### src/rtl/ofm_writeback_pkg.sv
// ofm_writeback_pkg: shared sizing helpers and FSM encoding for the OFM write-back stage.
package ofm_writeback_pkg;

    typedef enum logic [1:0] {
        IDLE   = 2'd0,
        ACCEPT = 2'd1,
        WRITE  = 2'd2,
        FINISH = 2'd3
    } state_e;

    localparam int ELEM_WIDTH = 2 * 8;

    function automatic int elem_width(input int data_width);
        return 2 * data_width;
    endfunction

    function automatic int tiles_per_row(input int size, input int lanes);
        return (size + lanes - 1) / lanes;
    endfunction

    function automatic int last_tile_lanes(input int size, input int lanes);
        return (size % lanes == 0) ? lanes : size % lanes;
    endfunction

    function automatic int total_elems(input int size, input int filters);
        return size * size * filters;
    endfunction

endpackage

### src/rtl/ofm_lane_serializer.sv
// ofm_lane_serializer: holds one accepted vector and presents its lanes one per cycle.
module ofm_lane_serializer #(
    parameter int LANES = 16,
    parameter int EW    = 16,
    parameter int LW    = 4
) (
    input  logic                  clk,
    input  logic                  rst_n,
    input  logic                  load,
    input  logic                  advance,
    input  logic [LANES*EW-1:0]   load_data,
    input  logic [LW-1:0]         load_last,
    output logic [EW-1:0]         lane_data,
    output logic [LW-1:0]         lane_idx,
    output logic                  last_lane
);

    logic [LANES*EW-1:0] vec_q, vec_d;
    logic [LW-1:0]       idx_q, idx_d, lim_q, lim_d;

    // A load on the final lane replaces the vector and restarts at lane 0 without a bubble.
    always_comb begin
        vec_d = load ? load_data : vec_q;
        lim_d = load ? load_last : lim_q;
        idx_d = load ? '0 : advance ? idx_q + LW'(1) : idx_q;
    end

    always_ff @(posedge clk or negedge rst_n) begin
        if (!rst_n) begin
            vec_q <= '0;
            idx_q <= '0;
            lim_q <= '0;
        end else begin
            vec_q <= vec_d;
            idx_q <= idx_d;
            lim_q <= lim_d;
        end
    end

    assign lane_data = vec_q[idx_q*EW +: EW];
    assign lane_idx  = idx_q;
    assign last_lane = idx_q == lim_q;

endmodule

### src/rtl/ofm_writeback.sv
// ofm_writeback: serialises pooled lane vectors into the sequential OFM RAM write port.
// Build option OFM_WRITEBACK_RELU_EN clamps negative elements to zero before writing.
module ofm_writeback
    import ofm_writeback_pkg::*;
#(
    parameter int SYSTOLIC_SIZE    = 16,
    parameter int DATA_WIDTH       = 8,
    parameter int OFM_SIZE_POOLING = 104,
    parameter int NO_FILTER        = 32,
    parameter int ADDR_WIDTH       = 19
) (
    input  logic                                clk,
    input  logic                                rst_n,
    input  logic                                start,
    input  logic                                in_valid,
    output logic                                in_ready,
    input  logic [SYSTOLIC_SIZE*2*DATA_WIDTH-1:0] in_data,
    output logic                                ofm_wr_en,
    output logic [ADDR_WIDTH-1:0]               ofm_addr,
    output logic [2*DATA_WIDTH-1:0]             ofm_wr_data,
    output logic                                busy,
    output logic                                done
);

    localparam int EW       = elem_width(DATA_WIDTH);
    localparam int LW       = SYSTOLIC_SIZE > 1 ? $clog2(SYSTOLIC_SIZE) : 1;
    localparam int CW       = $clog2(OFM_SIZE_POOLING + SYSTOLIC_SIZE + 1);
    localparam int TPR      = tiles_per_row(OFM_SIZE_POOLING, SYSTOLIC_SIZE);
    localparam int LAST_N   = last_tile_lanes(OFM_SIZE_POOLING, SYSTOLIC_SIZE);
    localparam logic [CW-1:0] LAST_COL = CW'((TPR - 1) * SYSTOLIC_SIZE);
    localparam logic [ADDR_WIDTH-1:0] LAST_ADDR =
        ADDR_WIDTH'(total_elems(OFM_SIZE_POOLING, NO_FILTER) - 1);

    state_e                state_q, state_d;
    logic [ADDR_WIDTH-1:0] addr_q, addr_d;
    logic [CW-1:0]         col_q, col_d, col_step;
    logic [EW-1:0]         lane_data, elem;
    logic [LW-1:0]         lane_idx, load_last;
    logic                  last_lane, final_w, accept;

    assign col_step  = (col_q + CW'(SYSTOLIC_SIZE) >= CW'(OFM_SIZE_POOLING)) ? '0 : col_q + CW'(SYSTOLIC_SIZE);
    assign final_w   = addr_q == LAST_ADDR;
    assign accept    = in_valid & in_ready;
    assign load_last = (col_d == LAST_COL) ? LW'(LAST_N - 1) : LW'(SYSTOLIC_SIZE - 1);

    always_comb begin
        state_d   = state_q;
        addr_d    = addr_q;
        col_d     = col_q;
        in_ready  = 1'b0;
        ofm_wr_en = 1'b0;
        busy      = state_q == ACCEPT || state_q == WRITE;
        done      = state_q == FINISH;
        case (state_q)
            IDLE: if (start) begin
                state_d = ACCEPT;
                addr_d  = '0;
                col_d   = '0;
            end
            ACCEPT: begin
                in_ready = 1'b1;
                if (in_valid) state_d = WRITE;
            end
            WRITE: begin
                ofm_wr_en = 1'b1;
                addr_d    = addr_q + ADDR_WIDTH'(1);
                if (last_lane) begin
                    col_d    = col_step;
                    in_ready = !final_w;
                    state_d  = final_w ? FINISH : in_valid ? WRITE : ACCEPT;
                end
            end
            default: state_d = IDLE;
        endcase
    end

    always_ff @(posedge clk or negedge rst_n) begin
        if (!rst_n) begin
            state_q <= IDLE;
            addr_q  <= '0;
            col_q   <= '0;
        end else begin
            state_q <= state_d;
            addr_q  <= addr_d;
            col_q   <= col_d;
        end
    end

    ofm_lane_serializer #(
        .LANES (SYSTOLIC_SIZE),
        .EW    (EW),
        .LW    (LW)
    ) u_ser (
        .clk       (clk),
        .rst_n     (rst_n),
        .load      (accept),
        .advance   (ofm_wr_en),
        .load_data (in_data),
        .load_last (load_last),
        .lane_data (lane_data),
        .lane_idx  (lane_idx),
        .last_lane (last_lane)
    );

`ifdef OFM_WRITEBACK_RELU_EN
    assign elem = lane_data[EW-1] ? '0 : lane_data;
`else
    assign elem = lane_data;
`endif

    assign ofm_addr    = ofm_wr_en ? addr_q : '0;
    assign ofm_wr_data = ofm_wr_en ? elem : '0;

endmodule

### config.mk
export PLATFORM = sky130hd
export DESIGN_NAME = ofm_writeback
export DESIGN_NICKNAME = d
export VERILOG_FILES = /design/src/rtl/ofm_writeback_pkg.sv /design/src/rtl/ofm_lane_serializer.sv /design/src/rtl/ofm_writeback.sv
export SDC_FILE = /design/constraint.sdc
export NUM_CORES = 1
export LEC_CHECK = 0
export ABC_AREA = 1
export CELL_PAD_IN_SITES_DETAIL_PLACEMENT = 0
export CELL_PAD_IN_SITES_GLOBAL_PLACEMENT = 2
export CORE_ASPECT_RATIO = 0.8
export CORE_MARGIN = 1.5
export CORE_UTILIZATION = 27
export CTS_BUF_LIST = sky130_fd_sc_hd__clkbuf_4
export DETAILED_ROUTE_END_ITERATION = 8
export PLACE_DENSITY_LB_ADDON = 0.3
export SETUP_SLACK_MARGIN = 0.2
export SYNTH_ARGS = -nofsm -noshare
export SYNTH_HDL_FRONTEND = slang
export SYNTH_SLANG_ARGS = --single-unit
### constraint.sdc
create_clock -name clk -period 1.9 [get_ports clk]
set_clock_uncertainty 0.05 [all_clocks]
set_input_delay 0.38 -clock clk [delete_from_list [all_inputs] [get_ports clk]]
set_output_delay 0.38 -clock clk [all_outputs]
set_load 0.005 [all_outputs]
==> results.ini <==
[status]
outcome=finished with violations
violations=setup timing

[hold_path]
holdCritPathClass=primary input to async pin

[critical_path]
timing.rr.start=u_ser.lane_idx[0]$_DFFE_PN0P_
cp_max_fo=6
crit_start=u_ser.lane_idx[0]$_DFFE_PN0P_
critPathKind=flop to output pin
cp.required_ns=1.47
end_kind=output pin
crit_arrival_ns=2.72
critPathLaunchType=flop

[place]
hpwl_um=41200
io_buffers=298
gp_congestion=0.853
dp_slack_ns=-0.939

[sta]
holdWs_ns=0.0449
fmax_mhz=317
fin_ws_ns=-1.25
rsz0062_at_grt=true
slew_headroom=0.643
post-route-period-util=1.66
worst_pin_slew_ns=0.535
maxSlewViolCount=0
finalSetupTns_ns=-264.18
finalHoldViolCount=0
setup_viol=318
period_needed_ns=3.15

[power_and_ir_drop]
swShare=0.410
power.leakage_nw=12.4
power_density_nw_per_um2=1590
ir_drop_mv=0.761
power.switching_mw=16.2
p_int_mw=23.4
p_clk_frac=0.151
power_frac_comb=0.571
finalPower_mw=39.6
sequentialPowerShare=0.279

[clock_network]
ctsLongestPathBuffers=3
cts_num_sinks=290
clkTransAtPathRegs_ns=0.07
cts-htree-levels=3
cts_buffers=82
clockRootBuffer=clkbuf_4
clkLatencyLatePin_ns=0.81
cts_tree=yes

[floorplan]
chipHeight_um=206
dieArea_um2=52800
dieWidth_um=257
core-area_um2=50900
rows=74
pin_count=299
start_util=0.273

[global_route]
antenna_found_initial=2
grt_usage=0.249
grt_max_degree=53
grt_pass1_wl_um=98400
grt-ovfl-total=0
grt_pass1_vias=15600

[detailed_routing]
via_count=15300
dr.pass1.iters=5
vias_per_cell=4.75
routed_wl_um=65300
wl_per_cell_um=20.3
ant_nets=0
drt_iter0_markers=1087
drc=0

[yosys]
synthCells=1821
seq_area_frac_synth=0.522
yosysWarningCount=0
async_reset_ff_frac=1.00
synthesis.area_um2=13900
synth-seq-cells=290
ys.flop_type=dfrtp_1
avgSynthCellArea_um2=7.63
yosysUniqueCellTypes=39
synth_edf_count=0
synth_fp_nets=2089

[layout]
nets=2745
final_cell_mix=nand2_1, dfrtp_1, clkdlybuf4s50_1
post-route-util=0.489
layout_commonest_cell=nand2_1
drive_gt1_frac=0.346
syn_to_final_growth_pct=79.3

[job]
max-cap-violations=0

[registers in the layout (all words and copies together), names as in the netlist]
name,count
addr_q,19
u_ser.vec_q,256
col_q,7
u_ser.lane_idx,4
state_q,2
u_ser.lim_q,2
[through the flow]
stage / instances / instance area (um^2)
2_1_floorplan: 1821 / 14300
3_3_place_gp: 2917 / 19300
3_5_place_dp: 2917 / 19300
4_1_cts: 3206 / 24400
5_1_grt: 3219 / 24900
6_report: 3219 / 24900
[synthesized netlist by cell type (2+ instances only)]
cell         n  area (um^2)
buf_6        3         33.8
o21ai_0    137          686
xor2_1       3         26.3
o211ai_1    15          113
buf_4       23          173
buf_1        6         22.5
nor2_1     168          631
inv_1       60          225
or2_2        6         37.5
dfrtp_1    290         7260
nor3_1       5         25.0
a21oi_1     30          150
clkinv_1     2         7.51
inv_2        2         7.51
clkbuf_1    43          161
o221ai_1    21          184
buf_2       36          180
nand3_1     26          130
o2111ai_1    3         26.3
a211oi_1     6         45.0
a31oi_1      2         12.5
o211a_1      5         50.1
nand2_1    870         3270
nand4_1      5         31.3
ha_1         8          100
o21a_1       2         15.0
o22ai_1     32          200
[critical path, cell delays in order (launching register included)]
cell and delay (ns):
dfrtp_4 0.57, inv_8 0.12, buf_12 0.12, buf_6 0.10, buf_6 0.11, nor2_1 0.04, o22ai_1 0.30, o211ai_1 0.21
a21oi_2 0.20, buf_2 0.14
[per-layer routing]
layer | track usage | part of all wire | vias up
li1 | - | - | 7185
met4 | 0.0536 | 0.015 | 0
met2 | 0.373 | 0.43 | 534
met5 | 0 | 0 | -
met1 | 0.364 | 0.48 | 7499
met3 | 0.0569 | 0.072 | 62
[power by group through the flow]
stage,registers [mW],logic [mW],clock network (mW)
detailed placement,10.7,14.8,0
global placement,10.8,14.7,0
global route,11.2,24.3,6.53
floorplan,9.76,8.45,0
CTS,10.9,21.5,6.13
finish,11.0,22.6,5.96
[worst paths after layout]
check,to,cells past startpoint,slack (ns)
worst max-delay path,ofm_wr_data[7],9,-1.25
max in group asynchronous,u_ser.vec_q[253]$_DFFE_PN0P_,3,1.03
worst min-delay path,addr_q[15]$_DFFE_PN0P_,2,0.04
worst max register to register,u_ser.vec_q[174]$_DFFE_PN0P_,21,-0.94
worst min register to register,u_ser.vec_q[67]$_DFFE_PN0P_,2,0.43
min in group clk,u_ser.vec_q[104]$_DFFE_PN0P_,3,0.05
[area by class of cell]
type                    count  area, um^2
diodes                      5        12.5
fillers                  4880       26000
inverters                  64         273
repair buffers            682        8200
clock inverters            17         116
well taps                 684         856
multi-input cells        1356        7280
clock buffers             120         901
repair inverters            1        16.3
flip-flops and latches    290        7260
[cells by family (layout without fill, tap and decap cells)]
| group | Yosys count | after routing | synth area share |
|---|---|---|---|
| AND/OR/NAND/NOR | 1083 | 1083 | 0.298 |
| flip-flops | 290 | 290 | 0.522 |
| AO/OA/AOI/OAI | 261 | 261 | 0.111 |
| buffers and inverters | 175 | 884 | 0.0583 |
| adder cells (fa/ha/maj) | 8 | 8 | 0.00720 |
| XOR/XNOR | 4 | 4 | 0.00252 |
| other | 0 | 5 | 0 |
[repair_timing]
action | 4_1_cts | 5_1_grt
setup buffers | 76 | 5
cloned | 63 | 3
endpoints found under the setup margin | 326 | 327
pin swaps | 108 | 27
endpoints found under the hold margin | 302 | 0
hold buffers | 13 | 0
gates resized for setup | 612 | 124
(Power assumes the default switching activity.)
